<file path="src/rtl/pc_word_arbiter.sv">
// rtl/pc_word_arbiter.sv - round-robin, message-locked merge of PC word streams
//
// Merges Nin serialized PC-word sources onto one upstream word channel.
// Arbitration is round-robin at message granularity: once a source's first
// chunk (in_last=0) is taken, only that source is served until its final
// chunk is taken. A single registered output stage sustains 1 word/cycle.
//
// Ports:
//   clk          clock
//   reset_n      asynchronous active-low reset
//   in_v         per-source valid
//   in_last      per-source "current chunk ends its message"
//   in_code      per-source code, source i at [i*Ncode +: Ncode]
//   in_payload   per-source payload, source i at [i*Ndata +: Ndata]
//   in_a         per-source ack (combinational, at most one bit set)
//   out_v        output valid (registered)
//   out_code     output code (registered)
//   out_payload  output payload (registered)
//   out_src      index of the source that produced the current output word
//   out_a        output ack
//   locked       high while a multi-chunk message is in progress
module pc_word_arbiter #(
  parameter int Nin   = 4,
  parameter int Ncode = 8,
  parameter int Ndata = 24,
  localparam int Nsrc = $clog2(Nin)
) (
  input  logic                   clk,
  input  logic                   reset_n,
  input  logic [Nin-1:0]         in_v,
  input  logic [Nin-1:0]         in_last,
  input  logic [Nin*Ncode-1:0]   in_code,
  input  logic [Nin*Ndata-1:0]   in_payload,
  output logic [Nin-1:0]         in_a,
  output logic                   out_v,
  output logic [Ncode-1:0]       out_code,
  output logic [Ndata-1:0]       out_payload,
  output logic [Nsrc-1:0]        out_src,
  input  logic                   out_a,
  output logic                   locked
);

  typedef enum logic {
    IDLE   = 1'b0,
    LOCKED = 1'b1
  } state_t;

  state_t            state_q, state_d;
  logic [Nsrc-1:0]   owner_q, owner_d;
  logic [Nsrc-1:0]   rr_ptr_q, rr_ptr_d;
  logic [Nsrc-1:0]   sel_idx;
  logic              sel_found;
  logic              sel_last;
  logic              can_load;
  logic              accept;
  logic [Ncode-1:0]  code_arr    [Nin];
  logic [Ndata-1:0]  payload_arr [Nin];

  // Increment modulo Nin (Nin need not be a power of two).
  function automatic logic [Nsrc-1:0] wrap_inc(input logic [Nsrc-1:0] x);
    if (int'(x) == Nin - 1) return '0;
    return x + 1'b1;
  endfunction

  // Candidate k positions after base in the round-robin scan, modulo Nin.
  function automatic logic [Nsrc-1:0] rr_index(input logic [Nsrc-1:0] base, input int k);
    int s;
    s = int'(base) + k;
    if (s >= Nin) s = s - Nin;
    return s[Nsrc-1:0];
  endfunction

  always_comb begin
    for (int i = 0; i < Nin; i++) begin
      code_arr[i]    = in_code[i*Ncode +: Ncode];
      payload_arr[i] = in_payload[i*Ndata +: Ndata];
    end
  end

  // Selection: the owner alone while locked, otherwise the first valid source
  // starting at rr_ptr. The scan runs backwards so the nearest candidate wins.
  always_comb begin
    sel_found = 1'b0;
    sel_idx   = '0;
    if (state_q == LOCKED) begin
      sel_found = in_v[owner_q];
      sel_idx   = owner_q;
    end else begin
      for (int k = Nin - 1; k >= 0; k--) begin
        if (in_v[rr_index(rr_ptr_q, k)]) begin
          sel_found = 1'b1;
          sel_idx   = rr_index(rr_ptr_q, k);
        end
      end
    end
  end

  assign can_load = !out_v || out_a;
  // reset_n gates the ack so no source sees a transfer while held in reset.
  assign accept   = reset_n && can_load && sel_found;
  assign sel_last = in_last[sel_idx];

  // State register, including the output stage.
  always_ff @(posedge clk or negedge reset_n) begin
    if (!reset_n) begin
      state_q     <= IDLE;
      owner_q     <= '0;
      rr_ptr_q    <= '0;
      out_v       <= 1'b0;
      out_code    <= '0;
      out_payload <= '0;
      out_src     <= '0;
    end else begin
      state_q  <= state_d;
      owner_q  <= owner_d;
      rr_ptr_q <= rr_ptr_d;
      if (accept) begin
        out_v       <= 1'b1;
        out_code    <= code_arr[sel_idx];
        out_payload <= payload_arr[sel_idx];
        out_src     <= sel_idx;
      end else if (out_a) begin
        out_v <= 1'b0;
      end
    end
  end

  // Next state: rr_ptr moves only when a message completes, never per chunk.
  always_comb begin
    state_d  = state_q;
    owner_d  = owner_q;
    rr_ptr_d = rr_ptr_q;
    if (accept) begin
      case (state_q)
        IDLE: begin
          if (sel_last) begin
            rr_ptr_d = wrap_inc(sel_idx);
          end else begin
            state_d = LOCKED;
            owner_d = sel_idx;
          end
        end
        LOCKED: begin
          if (sel_last) begin
            state_d  = IDLE;
            rr_ptr_d = wrap_inc(owner_q);
          end
        end
        default: begin
          state_d = IDLE;
        end
      endcase
    end
  end

  // Outputs decoded from state and selection.
  always_comb begin
    in_a = '0;
    if (accept) in_a[sel_idx] = 1'b1;
  end

  assign locked = (state_q == LOCKED);

endmodule
</file>
<file path="config.mk">
export PLATFORM = sky130hd
export DESIGN_NAME = pc_word_arbiter
export DESIGN_NICKNAME = d
export VERILOG_FILES = /design/src/rtl/pc_word_arbiter.sv
export SDC_FILE = /design/constraint.sdc
export NUM_CORES = 1
export LEC_CHECK = 0
export ABC_CLOCK_PERIOD_IN_PS = 2620
export CAP_MARGIN = 5
export CELL_PAD_IN_SITES_DETAIL_PLACEMENT = 0
export CELL_PAD_IN_SITES_GLOBAL_PLACEMENT = 2
export CORE_ASPECT_RATIO = 0.5
export CORE_MARGIN = 1
export CORE_UTILIZATION = 22
export DETAILED_ROUTE_END_ITERATION = 8
export PLACE_DENSITY_LB_ADDON = 0.1
export SYNTH_ARGS = -nofsm -noshare
export SYNTH_HDL_FRONTEND = slang
export SYNTH_SLANG_ARGS = --single-unit
export TNS_END_PERCENT = 5
</file>
<file path="constraint.sdc">
create_clock -name clk -period 2.62 [get_ports clk]
set_input_delay 0.524 -clock clk [delete_from_list [all_inputs] [get_ports clk]]
set_output_delay 0.524 -clock clk [all_outputs]
set_load 0.02 [all_outputs]
</file>
==> metrics.md <==
| Metric | Value |
|---|---|
| Initial antenna violation count | `0` |
| Synth-to-Final Area Change | `81.76%` |
| Relative slew slack | `a little under two thirds` |
| PwrDens | `~1100 mW/mm^2` |
| Post-layout nets | `about 520` |
| Peak supply drop | `between 0.3 and 0.4 mV` |
| Final Cycle Share | `a little over nine tenths` |
| Worst Clk Skew | `0.006055 ns` |
| DP Area | `approximately 0.0048 mm^2` |
| Worst setup margin | `between 0.08 and 0.09 ns` |
| Multi-input logic area | `between 0.0015 and 0.002 mm^2` |
| Number of enable flip-flop cells after synthesis | `0` |
| H-tree depth | `2` |
| Cell Rows | `28` |
| DR vias | `between 2000 and 2500` |
| Routed WL | `~9000 um` |
| Slew of the pin with the lowest slew margin | `between 0.5 and 0.6 ns` |
| ANT cells | `0` |
| Clock Tree Buf Depth | `2` |
| Top FF cell, synth | `dfrtp_1` |
| CTS tree | `done` |
| Die W | `~160 um` |
| First-pass iteration count of the detailed router | `4` |
| Biggest area consumer among synthesized cells | `dfrtp_1` |
| Leakage | `between 2 and 2.5 nW` |
| CP Data Arrival Time | `between 2 and 2.5 ns` |
| Largest net degree at the start of global routing | `slightly above 40` |
| RD Place Congestion | `0.8235` |
| Final Hold Viols | `0` |
| Cell Area, Synth | `about 0.0028 mm^2` |
| CTS Root Cell | `clkbuf_16` |
| Syn nets | `around 330` |
| Core region area | `around 0.012 mm^2` |
| Slew Limit Fails | `0` |
| Via-to-Cell Ratio | `between 4 and 5` |
| Async SR Flop Fraction | `100.0%` |
| DIE AREA | `approximately 0.013 mm^2` |
| Place WS | `-0.6375 ns` |
| Final Instance Area | `between 0.004 and 0.005 mm^2` |
| Critical Path Source | `rr_ptr_q[0]` |
| # hold bufs at CTS | `0` |
| R2R cell count | `7` |
| Worst R2R End | `out_code[0]` |
| DP Wirelength | `6947 um` |
| Initial core utilization | `a little under a quarter` |
| DRC Markers | `0` |
| Hold Path Class | `in2async` |
| Worst r2r src | `rr_ptr_q[0]` |
| Clock slew at reported path FFs | `0.06 ns` |
| FMAX | `approximately 400 MHz` |
| Total CTS buffers | `5` |
| Register area | `approximately 0.0010 mm^2` |
| Synth Warn # | `0` |
| Avg Inst Size Synth | `between 15 and 20 um^2` |
| Clock Latency Late Sink | `between 0.2 and 0.3 ns` |
| Worst EP required | `2.10 ns` |
| Syn Inst Count | `~180` |
| Max Fanout on Critical Path | `7` |
| Vias in the first global route | `2569` |
| Flop-to-flop setup slack | `about 0.14 ns` |
| Min Tclk post-route | `~2.5 ns` |
| Yosys reg bits | `40` |
| Setup crit end kind | `output port` |
| Share of the synthesized area in the top cell type | `roughly 36%` |
| Setup-failing EPs final | `0` |
| Max-cap violations | `0` |
| Global-route usage over all layers | `a little over an eighth` |
| GR Overflow Total | `0` |
| 1st-iter DRT viols | `54` |
| RSZ-0062 raised after global routing | `no` |
| Sequential fraction of the synthesis area | `a little over a third` |
| Post-synth cell types | `34` |
| Main area contributors after synthesis | `dfrtp_1 36%, mux4_2 22%, mux2_4 14%` |
| First-pass GRT wire length | `between 10000 and 15000 um` |
| Die Ht | `between 80 and 90 um` |
| Layout cells sized above 1 | `28.35%` |
| Wire per inst | `16.13 um` |
| Clock Sinks | `40` |
| Crit path kind | `reg2out` |
| Post-route ant nets | `0` |
| Fill cells | `1134` |
| I/O pins | `179` |
| Crit path launch type | `register` |
| Outcome | `complete, no violations` |
| Buffers added on ports | `about 180` |
stage by stage:
stage | setup TNS, ns | utilization [%] | std cells | hold slack, ns | power (mW)
floorplan | 0 | - | 183 | 0.2284 | 3.477
global placement | -13.65 | 40.06 | 535 | 0.4621 | 4.696
global route | 0 | 41.72 | 546 | 0.3835 | 5.801
finish | 0 | 41.72 | 546 | 0.3291 | 5.438
CTS | 0 | 41.83 | 546 | 0.3547 | 5.547
detailed placement | -15.71 | 40.06 | 535 | 0.4672 | 4.744
registers in the layout, indices dropped and copies added, names as in the netlist:
name	flops
out_payload	24
out_code	8
out_src	2
owner_q	2
rr_ptr_q	2
locked	1
out_v	1
cell usage after synthesis, types with 3 or more instances:
library cell,count
a21oi_1,5
and2_1,4
buf_2,7
dfrtp_1,40
ha_1,4
inv_1,7
mux2_2,8
mux2_4,25
mux2i_1,3
mux4_1,6
mux4_2,27
nand2_1,9
nor2_1,3
o21ai_0,8
metal layers:
metal	track usage, %	up-vias	wire (um)
met5	0	-	0
met4	3.048	0	55
met3	3.371	5	343
met2	26.35	54	4732
met1	15.34	1174	3673
li1	-	1113	-
cell usage in the layout (no fill, tap or decap), drive strengths merged:
cell type	synthesis	layout
o21a	1	1
clkinv	0	1
ha	4	4
a32oi	1	1
a21oi	5	5
nor3	2	2
a32o	1	1
o31ai	1	1
o21ai	9	9
nand2	9	9
buf	11	28
mux4	33	33
clkdlybuf4s15	0	3
and3b	1	1
nand3	1	1
a2bb2oi	1	1
bufinv	0	1
inv	7	7
a21o	2	2
mux2	33	33
dlygate4sd2	0	2
nor2b	2	2
clkdlybuf4s50	0	169
nor4	1	1
or3	1	1
o2bb2ai	1	1
nand2b	2	2
o311a	1	1
xnor2	1	1
nor2	3	3
and2	4	4
dfrtp	40	40
clkbuf	2	7
mux2i	3	3
worst max-delay path, cell delays in order, from the launching register on:
cell and delay, ns:
dfrtp_2 0.45, and3b_1 0.20, o21ai_1 0.12, a32o_2 0.29
inv_1 0.11, ha_1 0.18, and2_1 0.13, clkdlybuf4s15_2 0.25
worst max-delay path by stage:
stage          slack (ns)  depth (start not counted)      end
6_report             0.08                          7  in_a[1]
5_1_grt             0.009                          6  in_a[3]
4_1_cts             0.002                          8  in_a[0]
3_5_place_dp        -0.64                          8  in_a[0]
2_1_floorplan        0.25                          7  in_a[0]
3_3_place_gp        -0.58                          8  in_a[0]
cells by family (layout without fill, tap and decap cells):
family	after synthesis	after routing	share of synthesized area, %
compound gates	23	23	6.051
xor+xnor	1	1	0.3185
fa+ha+maj	4	4	1.820
buf+inv	20	218	4.777
flops	40	40	36.40
mux	69	69	45.86
simple gates	26	26	4.777
area by class of cell:
cell class	instances	area share, %
timing repair buffer	203	39.00
tap	165	4.130
multi-input combinational	123	32.99
clock buffer	6	2.578
clock inverter	2	0.7009
inverter	7	0.5257
sequential	40	20.08
repair_timing:
item,4_1_cts,5_1_grt
gates resized for setup,22,6
setup endpoints to repair,36,5
pin swaps,3,2
setup buffers,3,0
report_power, final:
| part | switching, mW | internal, mW |
|---|---|---|
| logic | 1.51 | 2.08 |
| registers | 0.205 | 0.943 |
| clock network | 0.247 | 0.448 |
| total | 1.97 | 3.47 |
Note: power is estimated with default switching activity, not from simulation.
